===== src/rtl/trace_capture_pkg.sv =====
// rtl/trace_capture_pkg.sv - shared state encoding and trace constants
// Contents:
//   state_t    : capture FSM states ST_IDLE, ST_PRE, ST_POST, ST_DONE
//   NOP_INSTR  : canonical RISC-V NOP (addi x0,x0,0), used by the optional NOP filter
package trace_capture_pkg;

    typedef enum logic [1:0] {
        ST_IDLE = 2'd0,
        ST_PRE  = 2'd1,
        ST_POST = 2'd2,
        ST_DONE = 2'd3
    } state_t;

    localparam logic [31:0] NOP_INSTR = 32'h0000_0013;

endpackage


===== src/rtl/trace_capture_ram.sv =====
// rtl/trace_capture_ram.sv - trace entry storage, sync write / async read
// Ports:
//   clk    in   clock
//   we     in   write enable
//   waddr  in   write slot
//   wdata  in   packed {pc, instr, alu}
//   raddr  in   read slot
//   rdata  out  packed {pc, instr, alu} at raddr (combinational)
module trace_ram #(
    parameter  int DATA_WIDTH = 32,
    parameter  int DEPTH      = 16,
    localparam int CNT_W      = $clog2(DEPTH)
) (
    input  logic                    clk,
    input  logic                    we,
    input  logic [CNT_W-1:0]        waddr,
    input  logic [3*DATA_WIDTH-1:0] wdata,
    input  logic [CNT_W-1:0]        raddr,
    output logic [3*DATA_WIDTH-1:0] rdata
);

    // Contents are meaningless until written; the controller never presents
    // an unwritten slot as valid, so the array carries no reset.
    logic [3*DATA_WIDTH-1:0] mem [DEPTH];

    always_ff @(posedge clk) begin
        if (we) begin
            mem[waddr] <= wdata;
        end
    end

    assign rdata = mem[raddr];

endmodule


===== src/rtl/trace_capture.sv =====
// rtl/trace_capture.sv - retirement trace buffer with PC/forced trigger and readout
// Build option: TRACE_NOP_FILTER_EN drops canonical NOPs before they reach the buffer.
// Ports:
//   clk, reset                         clock, synchronous active-high reset
//   trace_valid/pc/instr/alu           retired-instruction tuple from the core
//   arm                                pulse: clear buffer, start capture
//   trig_en, trig_pc                   PC-match trigger
//   force_trig                         pulse: trigger on the next written entry
//   post_count                         entries to keep after the trigger entry
//   rd_valid/ready/pc/instr/alu/last   oldest-first readout stream
//   busy, done                         capture in progress / buffer frozen
//   entries                            valid entries captured
//   trig_idx                           readout-order position of the trigger entry
module trace_capture
    import trace_capture_pkg::*;
#(
    parameter  int DATA_WIDTH = 32,
    parameter  int DEPTH      = 16,
    localparam int CNT_W      = $clog2(DEPTH)
) (
    input  logic                  clk,
    input  logic                  reset,
    input  logic                  trace_valid,
    input  logic [DATA_WIDTH-1:0] trace_pc,
    input  logic [DATA_WIDTH-1:0] trace_instr,
    input  logic [DATA_WIDTH-1:0] trace_alu,
    input  logic                  arm,
    input  logic                  trig_en,
    input  logic [DATA_WIDTH-1:0] trig_pc,
    input  logic                  force_trig,
    input  logic [CNT_W:0]        post_count,
    output logic                  rd_valid,
    input  logic                  rd_ready,
    output logic [DATA_WIDTH-1:0] rd_pc,
    output logic [DATA_WIDTH-1:0] rd_instr,
    output logic [DATA_WIDTH-1:0] rd_alu,
    output logic                  rd_last,
    output logic                  busy,
    output logic                  done,
    output logic [CNT_W:0]        entries,
    output logic [CNT_W-1:0]      trig_idx
);

    localparam logic [CNT_W:0] DEPTH_C  = (CNT_W+1)'(DEPTH);
    localparam logic [CNT_W:0] MAX_POST = (CNT_W+1)'(DEPTH - 1);

    state_t                  state, state_nxt;
    logic [CNT_W-1:0]        wr_ptr, rd_ptr, trig_slot;
    logic [CNT_W:0]          post_rem, rd_rem;
    logic                    force_pend;

    logic                    is_nop, wr_en, trig_hit, rd_fire, enter_done;
    logic [CNT_W-1:0]        wr_ptr_inc, oldest, oldest_nxt;
    logic [CNT_W:0]          entries_inc, post_eff;
    logic [3*DATA_WIDTH-1:0] ram_rdata;

`ifdef TRACE_NOP_FILTER_EN
    assign is_nop = (trace_instr == DATA_WIDTH'(NOP_INSTR));
`else
    assign is_nop = 1'b0;
`endif

    // arm takes priority: no entry is written on the arm cycle itself.
    assign wr_en    = (state == ST_PRE || state == ST_POST) && trace_valid && !arm && !is_nop;
    assign trig_hit = wr_en && (state == ST_PRE) &&
                      ((trig_en && trace_pc == trig_pc) || force_pend || force_trig);
    // Capping at DEPTH-1 guarantees the trigger entry survives the post window.
    assign post_eff    = (post_count > MAX_POST) ? MAX_POST : post_count;
    assign wr_ptr_inc  = wr_ptr + 1'b1;
    assign entries_inc = (entries == DEPTH_C) ? entries : entries + 1'b1;
    assign rd_fire     = rd_valid && rd_ready;

    // Entry into DONE always coincides with a write, so the oldest slot is
    // computed from the post-write pointer and count.
    assign oldest_nxt = (entries_inc == DEPTH_C) ? wr_ptr_inc : '0;
    assign oldest     = (entries == DEPTH_C) ? wr_ptr : '0;

    always_comb begin
        state_nxt = state;
        if (arm) begin
            state_nxt = ST_PRE;
        end else begin
            case (state)
                ST_PRE:  if (trig_hit) state_nxt = (post_eff == '0) ? ST_DONE : ST_POST;
                ST_POST: if (wr_en && post_rem == 1) state_nxt = ST_DONE;
                ST_DONE: if (rd_fire && rd_rem == 1) state_nxt = ST_IDLE;
                default: state_nxt = state;
            endcase
        end
    end

    assign enter_done = (state != ST_DONE) && (state_nxt == ST_DONE);

    always_ff @(posedge clk) begin
        if (reset) begin
            state      <= ST_IDLE;
            wr_ptr     <= '0;
            rd_ptr     <= '0;
            trig_slot  <= '0;
            entries    <= '0;
            post_rem   <= '0;
            rd_rem     <= '0;
            force_pend <= 1'b0;
        end else begin
            state <= state_nxt;
            if (arm) begin
                wr_ptr     <= '0;
                rd_ptr     <= '0;
                entries    <= '0;
                post_rem   <= '0;
                rd_rem     <= '0;
                force_pend <= 1'b0;
            end else begin
                // Any written entry consumes a pending force (it either
                // triggered in PRE or was meaningless in POST).
                force_pend <= wr_en ? 1'b0 : (force_pend | force_trig);
                if (wr_en) begin
                    wr_ptr  <= wr_ptr_inc;
                    entries <= entries_inc;
                    if (state == ST_POST) post_rem <= post_rem - 1'b1;
                end
                if (trig_hit) begin
                    trig_slot <= wr_ptr;
                    post_rem  <= post_eff;
                end
                if (enter_done) begin
                    rd_ptr <= oldest_nxt;
                    rd_rem <= entries_inc;
                end
                if (rd_fire) begin
                    rd_ptr <= rd_ptr + 1'b1;
                    rd_rem <= rd_rem - 1'b1;
                    if (rd_rem == 1) entries <= '0;
                end
            end
        end
    end

    trace_ram #(
        .DATA_WIDTH (DATA_WIDTH),
        .DEPTH      (DEPTH)
    ) u_ram (
        .clk   (clk),
        .we    (wr_en),
        .waddr (wr_ptr),
        .wdata ({trace_pc, trace_instr, trace_alu}),
        .raddr (rd_ptr),
        .rdata (ram_rdata)
    );

    assign busy     = (state == ST_PRE) || (state == ST_POST);
    assign done     = (state == ST_DONE);
    assign rd_valid = done && (rd_rem != '0);
    assign rd_last  = rd_valid && (rd_rem == 1);
    // Data is gated so idle outputs read as zero rather than stale RAM.
    assign rd_pc    = rd_valid ? ram_rdata[3*DATA_WIDTH-1:2*DATA_WIDTH] : '0;
    assign rd_instr = rd_valid ? ram_rdata[2*DATA_WIDTH-1:DATA_WIDTH]   : '0;
    assign rd_alu   = rd_valid ? ram_rdata[DATA_WIDTH-1:0]              : '0;
    assign trig_idx = done ? (trig_slot - oldest) : '0;

endmodule


===== config.mk =====
export PLATFORM = sky130hd
export DESIGN_NAME = trace_capture
export DESIGN_NICKNAME = d
export VERILOG_FILES = /design/src/rtl/trace_capture_pkg.sv /design/src/rtl/trace_capture_ram.sv /design/src/rtl/trace_capture.sv
export SDC_FILE = /design/constraint.sdc
export NUM_CORES = 1
export LEC_CHECK = 0
export CORE_AREA = 10 10 408 291
export CTS_CLUSTER_SIZE = 25
export DETAILED_ROUTE_END_ITERATION = 7
export DIE_AREA = 0 0 418 301
export PLACE_DENSITY = 0.8
export SLEW_MARGIN = 30
export SYNTH_ARGS = -nofsm -noshare
export SYNTH_HDL_FRONTEND = slang
export SYNTH_SLANG_ARGS = --single-unit
export TNS_END_PERCENT = 20

===== constraint.sdc =====
create_clock -name clk -period 8.9 [get_ports clk]
set_input_delay 0.89 -clock clk [delete_from_list [all_inputs] [get_ports clk]]
set_output_delay 0.89 -clock clk [all_outputs]
set_load 0.02 [all_outputs]

==> impl_metrics.sql, run 1 <==
INSERT INTO impl_metrics (metric_group, metric, value, unit) VALUES
('yosys', 'synth_edf_count', '1536', ''),
('floorplanning', 'coreArea', '110300', 'um^2'),
('cts', 'holdBufCountCts', '0', ''),
('place', 'routabilityCongestion', '0.8087', ''),
('power', 'vdd_ir_drop_max', '0.1384', 'mV'),
('critical_path', 'critPathRequiredTime', '8.01', 'ns'),
('power', 'power.leakage', '0.02089', 'uW'),
('sta', 'setup_viol', '0', ''),
('critical_path', 'timing.critical_path.from_type', 'flip-flop', ''),
('power', 'seq_power_share', '56.6', '%'),
('hold_path', 'min-delay-path-class', 'flip-flop to flip-flop', ''),
('global_routing', 'pin_count_of_the_biggest_net_entering_global_routing', '167', ''),
('yosys', 'post-synth-top-area-fraction', '76.04', '%'),
('sta', 'tightestPinTransition', '1.007', 'ns'),
('place', 'count_of_input_and_output_buffers', '248', ''),
('yosys', 'synthFlopType', 'sky130_fd_sc_hd__edfxtp_1', ''),
('critical_path', 'cp-end-kind', 'output pin', ''),
('finish', 'filler_cell_count', '7075', ''),
('sta', 'slew_violations', '0', ''),
('critical_path', 'arrival', '4.65', 'ns'),
('yosys', 'syn-mean-instance-area', '23.76', 'um^2'),
('power', 'cellPowerDensity', '205.9', 'nW/um^2'),
('critical_path', 'cp_max_fo', '64', ''),
('route', 'route.detailed.wl_per_inst', '32.00', 'um'),
('route', 'vias_per_cell', '6.403', ''),
('cts', 'htreeDepth', '4', ''),
('cts', 'cts_num_sinks', '1570', ''),
('power', 'total_switching_power', '2751', 'uW'),
('cts', 'post-cts-setup-buffer-count', '0', ''),
('yosys', 'synth-seq-area-share', '77.17', '%'),
('sta', 'layout_min_cycle_time', '5.544', 'ns'),
('floorplanning', 'die-area', '125800', 'um^2'),
('yosys', 'syn-cell-area', '60650', 'um^2'),
('cts', 'clk-insertion-delay-late', '0.75', 'ns'),
('finish', 'finish.net_count', '3029', ''),
('route', 'post-route-drc-count', '0', ''),
('yosys', 'post_synthesis_cell_count', '2553', ''),
('global_routing', 'grt_first_pass_wirelength', '207.2', 'mm'),
('yosys', 'yosysWarnings', '0', ''),
('cts', 'clkSlewWorstSetupHoldPaths', '0.07', 'ns'),
('route', 'antenna_violating_nets_post_route', '0', ''),
('route', 'drtIter0Drc', '3340', ''),
('cts', 'clock_tree_from_tritoncts', 'done', ''),
('route', 'totalWireLength', '142.0', 'mm'),
('sta', 'max-slew-margin-rel', '32.74', '%'),
('power', 'p_int', '11600', 'uW'),
('yosys', 'post_synth_num_cell_types', '56', ''),
('finish', 'layout-drive-gt1-share', '25.90', '%'),
('yosys', 'synth.ff_latch_count', '1570', ''),
('global_routing', 'grt_overflow_total', '0', ''),
('floorplanning', 'top_level_pins', '249', ''),
('yosys', 'netlist.top_cell.by_area', 'sky130_fd_sc_hd__edfxtp_1', ''),
('cts', 'cts_inserted_buffers', '140', ''),
('critical_path', 'path_class', 'flip-flop to output pin', ''),
('floorplanning', 'row_count', '102', ''),
('global_routing', 'number_of_global_route_vias_before_repair', '30170', ''),
('flow_run', 'max_cap_viol_count', '0', ''),
('run_status', 'status', 'finished clean', ''),
('finish', 'final_area', '69680', 'um^2'),
('cts', 'clock_path_buffers', '3', ''),
('cts', 'cts_resized', '0', ''),
('power', 'power_switching_share', '19.17', '%'),
('place', 'hpwl', '72.91', 'mm'),
('floorplanning', 'die_h', '301', 'um'),
('sta', 'timing_hold_violations_final', '0', ''),
('power', 'comb_power_share', '1.7', '%'),
('route', 'via_count', '28410', ''),
('yosys', 'synthArstFlopShare', '0', '%'),
('global_routing', 'antenna_found_initial', '8', ''),
('route', 'detail_route.first_pass.iterations', '5', ''),
('power', 'clkPwrFrac', '41.7', '%'),
('sta', 'clock-skew-final', '0.02832', 'ns'),
('yosys', 'syn_nets', '2713', ''),
('floorplanning', 'dieWidth', '418', 'um'),
('sta', 'finalSetupTns', '0', 'ns'),
('sta', 'post-route-period-util', '62.29', '%'),
('cts', 'clockRootBuffer', 'sky130_fd_sc_hd__clkbuf_16', ''),
('finish', 'area_growth', '14.87', '%'),
('sta', 'setup_repair_after_global_routing_missed_its_margin', 'false', ''),
('floorplanning', 'initial_cell_density_of_the_core', '55.01', '%'),
('global_routing', 'grt_use_total', '22.55', '%'),
('place', 'post_place_instance_area', '65070', 'um^2'),
('sta', 'max_freq', '180.4', 'MHz'),
('yosys', 'synth_area_leaders', 'sky130_fd_sc_hd__edfxtp_1, sky130_fd_sc_hd__mux4_2, sky130_fd_sc_hd__dfxtp_1', '');
per-layer routing:
metal / GRT usage (%) / up-vias / wire length [um] / share of wire, %
li1: - / 11510 / - / -
met4: 6.546 / 8 / 3323 / 2.3
met3: 3.822 / 222 / 10310 / 7.3
met5: 0 / - / 36 / 0.025
met2: 38.96 / 1416 / 74150 / 52
met1: 29.62 / 15260 / 54150 / 38
Yosys cell counts, types with 2 or more instances:
library cell and n:
sky130_fd_sc_hd__a21oi_1 16, sky130_fd_sc_hd__a311oi_2 2, sky130_fd_sc_hd__a31oi_1 5, sky130_fd_sc_hd__and2_1 99, sky130_fd_sc_hd__and3_1 2, sky130_fd_sc_hd__buf_1 9
sky130_fd_sc_hd__buf_2 40, sky130_fd_sc_hd__clkbuf_1 77, sky130_fd_sc_hd__dfxtp_1 34, sky130_fd_sc_hd__edfxtp_1 1536, sky130_fd_sc_hd__ha_1 19, sky130_fd_sc_hd__inv_1 17
sky130_fd_sc_hd__mux4_2 480, sky130_fd_sc_hd__nand2_1 35, sky130_fd_sc_hd__nand2b_1 4, sky130_fd_sc_hd__nand3_1 8, sky130_fd_sc_hd__nand3b_1 2, sky130_fd_sc_hd__nand4_1 3
sky130_fd_sc_hd__nor2_1 35, sky130_fd_sc_hd__nor2b_1 2, sky130_fd_sc_hd__nor3_1 11, sky130_fd_sc_hd__nor3_4 2, sky130_fd_sc_hd__nor3b_1 2, sky130_fd_sc_hd__nor4_1 11
sky130_fd_sc_hd__o211ai_1 4, sky130_fd_sc_hd__o21ai_0 10, sky130_fd_sc_hd__o221a_1 2, sky130_fd_sc_hd__o22ai_1 3, sky130_fd_sc_hd__o311a_1 4, sky130_fd_sc_hd__or3_1 6
sky130_fd_sc_hd__xnor2_1 13, sky130_fd_sc_hd__xor2_1 36
final timing paths:
kind	startpoint	endpoint	slack (ns)	cells after the start
max	flip-flop	rd_instr[18]	3.36	6
min reg2reg	trig_slot[2]	trig_slot[2]	0.48	2
max reg2reg	state[0]	u_ram.mem[13][6]	4.83	7
min	trig_slot[2]	trig_slot[2]	0.48	2
flip-flops by register name, indices dropped and copies added (netlist names), named ones only:
| name | flops |
|---|---|
| trig_slot | 4 |
| wr_ptr | 4 |
| rd_ptr | 4 |
| force_pend | 1 |
| post_rem | 5 |
| u_ram.mem | 1536 |
| entries | 5 |
| state | 2 |
| rd_rem | 5 |
critical path, stage by stage, from the launching register on:
cell and delay, ns:
sky130_fd_sc_hd__dfxtp_4 0.51, sky130_fd_sc_hd__buf_4 0.75, sky130_fd_sc_hd__buf_4 0.85, sky130_fd_sc_hd__mux4_2 0.47, sky130_fd_sc_hd__mux4_2 0.48, sky130_fd_sc_hd__and2_1 0.21
sky130_fd_sc_hd__clkdlybuf4s50_1 0.56
cells in the final DEF (no fill, tap or decap), types with 17 or more instances in the layout:
master,synthesis,final
sky130_fd_sc_hd__edfxtp_1,1536,1536
sky130_fd_sc_hd__mux4_2,480,480
sky130_fd_sc_hd__clkdlybuf4s50_1,0,248
sky130_fd_sc_hd__clkbuf_16,0,147
sky130_fd_sc_hd__and2_1,99,99
sky130_fd_sc_hd__buf_4,1,37
sky130_fd_sc_hd__xor2_1,36,36
sky130_fd_sc_hd__nand2_1,35,35
sky130_fd_sc_hd__dfxtp_1,34,30
sky130_fd_sc_hd__clkinv_2,0,26
sky130_fd_sc_hd__clkbuf_1,77,25
sky130_fd_sc_hd__nor2_1,35,23
sky130_fd_sc_hd__clkinv_1,0,23
sky130_fd_sc_hd__ha_1,19,19
sky130_fd_sc_hd__inv_1,17,17
area by class of cell:
type	instances	area (um^2)	share of cell area [%]
Timing Repair Buffer	302	3095	4.443
Inverter	17	63.81	0.09158
Clock buffer	176	3819	5.481
Antenna cell	4	10.01	0.01437
Tap cell	1456	1822	2.615
Multi-Input combinational cell	838	13360	19.18
Clock inverter	74	684.4	0.9823
Sequential cell	1570	46820	67.20
metrics by stage:
step                setup slack (ns)  total power, uW  hold WS [ns]  utilization (%)  instances
global route                   3.150            14740        0.5078            63.18       4434
floorplan                     0.4132             8335        0.4258                -       2553
finish                         3.356            14350        0.4806            63.19       4437
CTS                            3.337            14430        0.4768            63.10       4430
global placement               4.244             8501        0.4495            58.98       4179
detailed placement             4.115             8522        0.4675            59.01       4180
logic make-up (layout without fill, tap and decap cells):
kind of cell | after synthesis | after routing | synth area share (%)
buffers and inverters | 145 | 569 | 0.9984
DFF | 1570 | 1570 | 77.17
muxes | 480 | 480 | 17.82
and+or+nand+nor | 233 | 233 | 2.176
other | 0 | 4 | 0
xor gates and xnor gates | 49 | 49 | 0.7075
AOI/OAI and AO/OA | 56 | 56 | 0.7035
adders and majority gates | 20 | 20 | 0.4249
power groups by stage:
stage               clock network, uW  logic (uW)  registers, uW
CTS                              6070         239           8120
global placement                    0         219           8280
detailed placement                  0         238           8280
global route                     6360         257           8120
finish                           5990         239           8120
floorplan                           0        48.1           8290
No activity file was read; power rests on OpenSTA's default activity.
==> run 2: changes to the inputs <==
--- a/config.mk
+++ b/config.mk
@@ -5,11 +5,11 @@
 export SDC_FILE = /design/constraint.sdc
 export NUM_CORES = 1
 export LEC_CHECK = 0
-export CORE_AREA = 10 10 408 291
+export CORE_AREA = 10 10 392 280
 export CTS_CLUSTER_SIZE = 25
 export DETAILED_ROUTE_END_ITERATION = 7
-export DIE_AREA = 0 0 418 301
-export PLACE_DENSITY = 0.8
+export DIE_AREA = 0 0 402 290
+export PLACE_DENSITY = 0.82
 export SLEW_MARGIN = 30
 export SYNTH_ARGS = -nofsm -noshare
 export SYNTH_HDL_FRONTEND = slang
==> constraint.sdc (replaced) <==
create_clock -name clk -period 5.66 [get_ports clk]
set_input_delay 0.566 -clock clk [delete_from_list [all_inputs] [get_ports clk]]
set_output_delay 0.566 -clock clk [all_outputs]
set_load 0.02 [all_outputs]
==> impl_metrics.sql, run 2 (synthesis results as in run 1) <==
INSERT INTO impl_metrics (metric_group, metric, value, unit) VALUES
('sta', 'layout_min_cycle_time', '4.583', 'ns'),
('power', 'vdd_ir_drop_max', '0.2028', 'mV'),
('power', 'p_int', '18150', 'uW'),
('sta', 'post-route-period-util', '80.97', '%'),
('sta', 'setup_slack', '1.077', 'ns'),
('cts', 'clockRootBuffer', 'sky130_fd_sc_hd__clkbuf_16', ''),
('sta', 'tightestPinTransition', '1.045', 'ns'),
('power', 'comb_power_share', '1.7', '%'),
('finish', 'final_cell_mix', 'sky130_fd_sc_hd__edfxtp_1, sky130_fd_sc_hd__mux4_2, sky130_fd_sc_hd__clkdlybuf4s50_1, sky130_fd_sc_hd__clkbuf_16, sky130_fd_sc_hd__and2_1', ''),
('critical_path', 'timing.critical_path.from_type', 'flip-flop', ''),
('finish', 'final_area', '69800', 'um^2'),
('power', 'total_switching_power', '4390', 'uW'),
('route', 'antenna_violating_nets_post_route', '0', ''),
('place', 'count_of_input_and_output_buffers', '248', ''),
('cts', 'clock_tree_from_tritoncts', 'done', ''),
('global_routing', 'grt.met3_usage', '5.249', '%'),
('route', 'detail_route.first_pass.iterations', '5', ''),
('floorplanning', 'dieWidth', '402', 'um'),
('global_routing', 'grt_overflow_total', '0', ''),
('cts', 'clock_path_buffers', '3', ''),
('cts', 'post-cts-setup-buffer-count', '0', ''),
('floorplanning', 'die-area', '116600', 'um^2'),
('finish', 'filler_cell_count', '5919', ''),
('cts', 'cts_num_sinks', '1570', ''),
('sta', 'setup_viol', '0', ''),
('sta', 'setup_repair_after_global_routing_missed_its_margin', 'false', ''),
('critical_path', 'cp_max_fo', '44', ''),
('floorplanning', 'top_level_pins', '249', ''),
('global_routing', 'met2_layer_usage_reported_by_global_route', '42.19', '%'),
('place', 'hpwl', '73.51', 'mm'),
('place', 'post_place_instance_area', '65320', 'um^2'),
('sta', 'timing_hold_violations_final', '0', ''),
('cts', 'holdBufCountCts', '0', ''),
('critical_path', 'path_class', 'flip-flop to output pin', ''),
('power', 'clkPwrFrac', '41.7', '%'),
('global_routing', 'use_met1', '33.95', '%'),
('global_routing', 'grt_first_pass_wirelength', '216.3', 'mm'),
('finish', 'finish.net_count', '3039', ''),
('finish', 'area_growth', '15.08', '%'),
('global_routing', 'grt_use_total', '25.32', '%'),
('finish', 'layout_commonest_cell', 'sky130_fd_sc_hd__edfxtp_1', ''),
('finish', 'largest-register', 'u_ram.mem', ''),
('flow_run', 'max_cap_viol_count', '0', ''),
('place', 'preCtsSetupSlack', '1.479', 'ns'),
('sta', 'max_freq', '218.2', 'MHz'),
('floorplanning', 'die_h', '290', 'um'),
('critical_path', 'critPathRequiredTime', '5.09', 'ns'),
('cts', 'htreeDepth', '4', ''),
('sta', 'max-slew-margin-rel', '29.68', '%'),
('critical_path', 'arrival', '4.02', 'ns'),
('cts', 'clk-insertion-delay-late', '0.75', 'ns'),
('run_status', 'status', 'finished clean', ''),
('place', 'routabilityCongestion', '0.8578', ''),
('floorplanning', 'coreArea', '101800', 'um^2'),
('power', 'cellPowerDensity', '322.9', 'nW/um^2'),
('route', 'totalWireLength', '147.4', 'mm'),
('sta', 'finalSetupTns', '0', 'ns'),
('sta', 'clock-skew-final', '0.01676', 'ns'),
('finish', 'layout-drive-gt1-share', '26.03', '%'),
('cts', 'cts_resized', '0', ''),
('floorplanning', 'initial_cell_density_of_the_core', '59.60', '%'),
('finish', 'number_of_flip_flops_under_the_largest_register_name', '1536', ''),
('global_routing', 'number_of_global_route_vias_before_repair', '30670', ''),
('power', 'seq_power_share', '56.7', '%'),
('floorplanning', 'row_count', '98', ''),
('finish', 'finish.cell_count_without_fillers', '4343', ''),
('sta', 'slew_violations', '0', ''),
('route', 'post-route-drc-count', '0', ''),
('global_routing', 'global_route.peak_usage_layer', 'met2', ''),
('route', 'vias_per_cell', '6.751', ''),
('finish', 'ff_latch_area', '46820', 'um^2'),
('route', 'drtIter0Drc', '3785', ''),
('cts', 'clkSlewWorstSetupHoldPaths', '0.06', 'ns'),
('finish', 'multi_input_area', '13390', 'um^2'),
('route', 'route.detailed.wl_per_inst', '33.93', 'um'),
('power', 'power_switching_share', '19.48', '%'),
('critical_path', 'cp-end-kind', 'output pin', ''),
('global_routing', 'pin_count_of_the_biggest_net_entering_global_routing', '106', ''),
('power', 'power.leakage', '0.02093', 'uW'),
('route', 'via_count', '29320', ''),
('place', 'placedCellCount', '4087', ''),
('global_routing', 'antenna_found_initial', '13', ''),
('hold_path', 'min-delay-path-class', 'flip-flop to flip-flop', ''),
('cts', 'cts_inserted_buffers', '140', '');
==> run 2: stage by stage <==
step                      power, uW  hold WS [ns]  util (%)
after detailed placement      13390        0.4579     64.18
after global routing          23110        0.4828     68.58
after CTS                     22660        0.4562     68.57
final                         22540        0.4714     68.58
after global placement        13360        0.4489     64.07
after floorplan               13100        0.4258         -
==> run 2: layout make-up <==
class                           count  area share, %
Sequential cell                  1570          67.08
Tap cell                         1350          2.420
Clock buffer                      185          5.550
Timing Repair Buffer              312          4.808
Inverter                           17        0.09142
Antenna cell                        4        0.01434
Multi-Input combinational cell    838          19.19
Clock inverter                     67         0.8497
==> run 2: critical path, stage by stage (launching register included) <==
cell and delay, ns:
sky130_fd_sc_hd__dfxtp_4 0.69, sky130_fd_sc_hd__buf_12 0.32, sky130_fd_sc_hd__buf_12 0.34, sky130_fd_sc_hd__mux4_2 0.56, sky130_fd_sc_hd__mux4_2 0.50, sky130_fd_sc_hd__and2_1 0.22, sky130_fd_sc_hd__clkdlybuf4s50_1 0.58
==> run 2: power by group through the flow <==
stage | logic, uW | registers (uW) | clock network (uW)
after global routing | 403 | 12800 | 9940
after floorplan | 75.7 | 13000 | 0
after CTS | 372 | 12800 | 9520
final | 375 | 12800 | 9390
after detailed placement | 367 | 13000 | 0
after global placement | 340 | 13000 | 0
==> run 2: worst paths after layout <==
path / start / endpoint / slack, ns / cells after the start
max: flip-flop / rd_alu[27] / 1.08 / 6
min: trig_slot[0] / trig_slot[0] / 0.47 / 2
max reg2reg: state[1] / flip-flop / 2.12 / 10
min reg2reg: trig_slot[0] / trig_slot[0] / 0.47 / 2
==> run 2: per-layer routing <==
metal | share of wire [%] | routed length [um]
met5 | 0.077 | 113
met1 | 37 | 54710
met4 | 2.5 | 3747
met2 | 51 | 75600
met3 | 9.0 | 13190
==> run 3: changes to the inputs <==
--- a/config.mk
+++ b/config.mk
@@ -5,11 +5,11 @@
 export SDC_FILE = /design/constraint.sdc
 export NUM_CORES = 1
 export LEC_CHECK = 0
-export CORE_AREA = 10 10 392 280
+export CORE_AREA = 10 10 408 291
 export CTS_CLUSTER_SIZE = 25
 export DETAILED_ROUTE_END_ITERATION = 7
-export DIE_AREA = 0 0 402 290
-export PLACE_DENSITY = 0.82
+export DIE_AREA = 0 0 418 301
+export PLACE_DENSITY = 0.8
 export SLEW_MARGIN = 30
 export SYNTH_ARGS = -nofsm -noshare
 export SYNTH_HDL_FRONTEND = slang
==> constraint.sdc (replaced) <==
create_clock -name clk -period 3.95 [get_ports clk]
set_input_delay 0.395 -clock clk [delete_from_list [all_inputs] [get_ports clk]]
set_output_delay 0.395 -clock clk [all_outputs]
set_load 0.02 [all_outputs]
==> impl_metrics.sql, run 3 (synthesis results as in run 1) <==
INSERT INTO impl_metrics (metric_group, metric, value, unit) VALUES
('run_status', 'status', 'finished clean', ''),
('floorplanning', 'die-area', '125800', 'um^2'),
('finish', 'final_cell_mix', 'sky130_fd_sc_hd__edfxtp_1, sky130_fd_sc_hd__mux4_2, sky130_fd_sc_hd__clkdlybuf4s50_1, sky130_fd_sc_hd__clkbuf_16, sky130_fd_sc_hd__and2_1', ''),
('hold_path', 'min-delay-path-class', 'primary input to flip-flop', ''),
('place', 'routabilityCongestion', '0.8297', ''),
('cts', 'clk-insertion-delay-late', '0.76', 'ns'),
('hold_path', 'hold_path_startpoint', 'post_count[0]', ''),
('critical_path', 'timing.critical_path.from_type', 'flip-flop', ''),
('cts', 'clock_tree_from_tritoncts', 'done', ''),
('cts', 'cts_inserted_buffers', '144', ''),
('flow_run', 'max_cap_viol_count', '0', ''),
('place', 'hpwl', '74.91', 'mm'),
('sta', 'max_freq', '259.7', 'MHz'),
('route', 'post-route-drc-count', '0', ''),
('route', 'drtIter0Drc', '3271', ''),
('critical_path', 'critical_path.cell_chain', 'buf_12, buf_16, buf_12, mux4_2, mux4_2, and2_1, clkdlybuf4s50_1', ''),
('finish', 'filler_cell_count', '6921', ''),
('cts', 'htreeDepth', '4', ''),
('cts', 'cts_num_sinks', '1570', ''),
('global_routing', 'antenna_found_initial', '8', ''),
('finish', 'final_area', '70810', 'um^2'),
('floorplanning', 'row_count', '102', ''),
('critical_path', 'path_class', 'flip-flop to output pin', ''),
('critical_path', 'cp_max_fo', '14', ''),
('critical_path', 'arrival', '3.46', 'ns'),
('floorplanning', 'dieWidth', '418', 'um'),
('route', 'via_count', '29000', ''),
('finish', 'post-route-util', '64.22', '%'),
('sta', 'layout_min_cycle_time', '3.850', 'ns'),
('finish', 'multi_input_area', '13410', 'um^2'),
('global_routing', 'number_of_global_route_vias_before_repair', '30440', ''),
('power', 'cellPowerDensity', '453.5', 'nW/um^2'),
('sta', 'clock-skew-final', '0.02717', 'ns'),
('global_routing', 'grt_overflow_total', '0', ''),
('finish', 'layout-drive-gt1-share', '27.07', '%'),
('global_routing', 'grt_use_total', '22.93', '%'),
('route', 'antenna_violating_nets_post_route', '0', ''),
('cts', 'clkSlewWorstSetupHoldPaths', '0.06', 'ns'),
('critical_path', 'cp-end-kind', 'output pin', ''),
('sta', 'setup_repair_after_global_routing_missed_its_margin', 'true', ''),
('finish', 'number_of_flip_flops_under_the_largest_register_name', '1536', ''),
('cts', 'clock_path_buffers', '3', ''),
('route', 'route.detailed.wl_per_inst', '31.90', 'um'),
('route', 'detail_route.first_pass.iterations', '7', ''),
('floorplanning', 'die_h', '301', 'um'),
('sta', 'max-slew-margin-rel', '42.21', '%'),
('floorplanning', 'top_level_pins', '249', ''),
('critical_path', 'critPathRequiredTime', '3.56', 'ns'),
('finish', 'ff_latch_area', '46820', 'um^2'),
('cts', 'holdBufCountCts', '0', ''),
('place', 'post_place_instance_area', '66100', 'um^2'),
('route', 'vias_per_cell', '6.447', ''),
('power', 'vdd_ir_drop_max', '0.3673', 'mV'),
('sta', 'timing_hold_violations_final', '0', ''),
('global_routing', 'pin_count_of_the_biggest_net_entering_global_routing', '80', ''),
('critical_path', 'worstReg2RegStart', 'state[1]', ''),
('finish', 'largest-register', 'u_ram.mem', ''),
('cts', 'clockRootBuffer', 'sky130_fd_sc_hd__clkbuf_16', ''),
('sta', 'tightestPinTransition', '0.8639', 'ns'),
('floorplanning', 'initial_cell_density_of_the_core', '55.01', '%'),
('critical_path', 'slowest_delay', '0.57', 'ns'),
('sta', 'setup_viol', '0', ''),
('sta', 'hold-worst-slack', '0.2999', 'ns'),
('place', 'count_of_input_and_output_buffers', '248', ''),
('finish', 'finish.net_count', '3089', ''),
('critical_path', 'slowest_stage', 'sky130_fd_sc_hd__clkdlybuf4s50_1', ''),
('sta', 'slew_violations', '0', ''),
('finish', 'layout_commonest_cell', 'sky130_fd_sc_hd__edfxtp_1', ''),
('finish', 'area_growth', '16.75', '%'),
('route', 'totalWireLength', '143.5', 'mm'),
('floorplanning', 'coreArea', '110300', 'um^2'),
('global_routing', 'grt_first_pass_wirelength', '211.1', 'mm'),
('sta', 'post-route-period-util', '97.48', '%'),
('power', 'power.leakage', '0.02186', 'uW');
==> run 3: cell types whose count changed in the layout (fill, tap and decap cells not counted), sizes merged <==
cell | before | now
clkbuf | 185 | 181
clkinv | 44 | 56
inv | 25 | 26
bufbuf | 0 | 1
bufinv | 9 | 7
dlygate4sd2 | 0 | 13
diode | 4 | 2
buf | 64 | 108
dlymetal6s2s | 0 | 29
clkdlybuf4s50 | 248 | 206
clkinvlp | 6 | 5
==> run 3: through the flow <==
step                worst slack (ns)  instances  power (uW)  setup TNS, ns
CTS                         -0.03575       4495       32320       -0.07551
floorplan                    -0.2327       2553       18780        -236.61
global placement              0.6014       4233       19160              0
detailed placement            0.5171       4233       19210              0
finish                       0.09957       4498       32110              0
global route               -0.003605       4498       32990      -0.006842
==> run 3: critical path, delay by kind of cell, from the launching register on <==
family,cells,cell delay (ns)
flops,1,0.36
mux,2,0.97
buf+inv,4,1.15
simple gates,1,0.20
==> run 3: path summary, 6_finish.rpt <==
kind	end	slack (ns)	cells after the start
worst max-delay path	rd_instr[21]	0.1	7
worst min-delay path	post_rem[0]	0.30	2
worst max register to register	flip-flop	0.83	10
worst min register to register	trig_slot[2]	0.47	2
==> run 3: per-layer routing <==
metal,global-route usage [%],routed length [um],vias to the layer above
met3,4.002,11000,261
met2,38.84,73930,1530
li1,-,-,11640
met1,30.63,54490,15560
met5,0,85,-
met4,6.997,3986,12
==> run 3: cell type report <==
class / instances / area share (%)
Sequential cell: 1570 / 66.12
Multi-Input combinational cell: 838 / 18.94
Timing Repair Buffer: 358 / 5.985
Clock buffer: 180 / 5.368
Tap cell: 1456 / 2.573
Clock inverter: 77 / 0.9135
Inverter: 17 / 0.09011
Antenna cell: 2 / 0.007068
==> run 3: report_power, final <==
| group | internal [uW] | total, uW | leakage [uW] | switching [uW] |
|---|---|---|---|---|
| Combinational | 208 | 551 | 0.00562 | 343 |
| Clock | 7330 | 13300 | 0.00216 | 5930 |
| Sequential | 18300 | 18300 | 0.0141 | 10.7 |
| Total | 25800 | 32100 | 0.0219 | 6280 |
==> run 3: timing repair <==
item,CTS,global route
gates cloned,2,1
setup endpoints to repair,79,37
gates resized for setup,24,34
buffers inserted,3,0
==> edit, RTL diff (flow settings as in run 2) <==
Re-encode `state_t` (4 states) as one-hot, 4 bits wide.
--- a/src/rtl/trace_capture_pkg.sv
+++ b/src/rtl/trace_capture_pkg.sv
@@ -4,11 +4,11 @@
 //   NOP_INSTR  : canonical RISC-V NOP (addi x0,x0,0), used by the optional NOP filter
 package trace_capture_pkg;
 
-    typedef enum logic [1:0] {
-        ST_IDLE = 2'd0,
-        ST_PRE  = 2'd1,
-        ST_POST = 2'd2,
-        ST_DONE = 2'd3
+    typedef enum logic [3:0] {
+        ST_IDLE = 4'b0001,
+        ST_PRE  = 4'b0010,
+        ST_POST = 4'b0100,
+        ST_DONE = 4'b1000
     } state_t;
 
     localparam logic [31:0] NOP_INSTR = 32'h0000_0013;
Function: no difference found for any inputs over 4 cycles, from zero or initial values and one cycle with reset high; so few cycles prove little.
==> edit against run 2 <==
  * Cell area is essentially flat
  * Clock power increased by 0.7%
  * First-iteration DRC count fell by 2.6%
  * Combinational power up 3%
  * Sequential cell count up 2
  * Sequential share of layout area about the same
  * Critical path depth decreased by 1
  * Register-to-register slack improved by 160 ps
  * Synthesized area hardly changed
  * Setup slack worse by 60 ps
  * Utilization barely moved
  * Power rose by 0.39%
  * Sequential power is essentially flat
  * Routed wire length decreased by 0.87%
  * Largest power group unchanged
  * Highest routed layer unchanged
==> edit: results (changes against run 2) <==
status completed; first-pass GRT wire length 213.8 mm (-1.2%); cts bufs inserted 141 (+0.71%); Worst R2R Setup Slack 2280 ps (+160 ps); syn nets 2711 (-0.074%); hpwl dp 76.07 mm (+3.5%); Post-Place Setup Slack 1073 ps (-405.9 ps); non-filler cells, final 4337 (-0.14%); post-synthesis cell type count 59 (+5.4%); vias in the first global route 30216 (-1.5%); RePlAce Congestion 0.8901 (+3.8%); fillers 5947 (+0.47%); post-synthesis cell count 2555 (+0.078%); CP Capture Point rd_pc[22]; Starting DRT DRC Count 3688 (-2.6%); crit path time final 4643 ps (+60.24 ps); CP Data Arrival Time 4080 ps (+60 ps); fraction of layout cells with a size suffix above 1 0.2589 (-0.001413); crit path max fanout 36 (-18%); DP Cell Count 4082 (-0.12%); largest net degree at the start of global routing 97 (-8.5%); synth top area cells edfxtp_1 76%, mux4_2 18%, dfxtp_1 1.2%, and2_1 1.2%, xnor2_1 0.69%; fin nets 3033 (-0.20%); DR vias/cell 6.674 (-1.1%); placed cell area 0.06524 mm2 (-0.12%); relative slew slack 0.3766 (+0.07980); commonest cells in the netlist 1536 x edfxtp_1, 480 x mux4_2, 114 x and2_1; initial antenna violation count 16 (+3); Seq/Total Area, Yosys 0.7719 (about the same); GRT Total Usage 0.2506 (-0.002594); Final Skew 28.98 ps (+12.22 ps)
-- edit: cell count changes after synthesis, sizes merged, moves of 4 or more --
| cell | delta |
|---|---|
| a211oi | +4 |
| clkbuf | +9 |
| nand2 | -11 |
| nand4 | +5 |
| o21ai | -8 |
| buf | -6 |
| ha | -4 |
| nor4 | -5 |
| and2 | +16 |
| or3 | -4 |
| xnor2 | +35 |
| xor2 | -30 |
-- edit: worst min-delay path by stage --
stage | start | endpoint | slack, ps | cells after the start
floorplan | trig_slot[2] | trig_slot[2] | 430 | 2
global placement | trig_slot[2] | trig_slot[2] | 460 | 2
detailed placement | trig_slot[3] | trig_slot[3] | 470 | 2
CTS | force_trig | force_pend | 440 | 3
global route | post_count[0] | post_rem[0] | 500 | 2
finish | trig_slot[3] | trig_slot[3] | 490 | 2
-- edit: critical path, cell delays in order (launching register included) --
cell and delay, ps:
dfxtp_4 960, buf_4 500, mux4_2 590, mux4_2 480, and2_1 200, clkdlybuf4s50_1 570
-- edit: cell type report --
class	count	area, um2	area share
flip-flops and latches	1572	46860	0.6712
multi-input cells	833	13270	0.1901
clock buffers	169	3740	0.05357
repair buffers	310	3401	0.04871
well taps	1350	1689	0.02420
clock inverters	83	778.2	0.01115
inverters	19	72.57	0.001040
diodes	1	2.502	0.00003585
-- edit: layer usage --
| metal | vias to the layer above | part of all wire | global-route usage |
|---|---|---|---|
| met5 | - | 0.0011 | 0 |
| met4 | 24 | 0.022 | 0.07022 |
| met3 | 242 | 0.093 | 0.05024 |
| met2 | 1780 | 0.52 | 0.4234 |
| met1 | 15388 | 0.37 | 0.3341 |
| li1 | 11512 | - | - |
-- edit: kinds of logic (layout without fill, tap and decap cells) --
| logic type | Yosys count | after routing | synth area share |
|---|---|---|---|
| flip-flops | 1572 | 1572 | 0.7719 |
| multiplexers | 483 | 483 | 0.1786 |
| AND/OR/NAND/NOR | 228 | 228 | 0.02169 |
| buffers and inverters | 150 | 581 | 0.01016 |
| XOR/XNOR | 54 | 54 | 0.007793 |
| AO/OA/AOI/OAI | 52 | 52 | 0.006412 |
| adder cells (fa/ha/maj) | 16 | 16 | 0.003422 |
| other | 0 | 1 | 0 |
-- edit: power by group --
group	internal (mW)	leakage, nW	switching, mW	total [mW]
logic	0.147	4.68	0.240	0.387
clock network	5.32	2.19	4.14	9.46
registers	12.8	14.1	0.00791	12.8
total	18.2	21.0	4.39	22.6
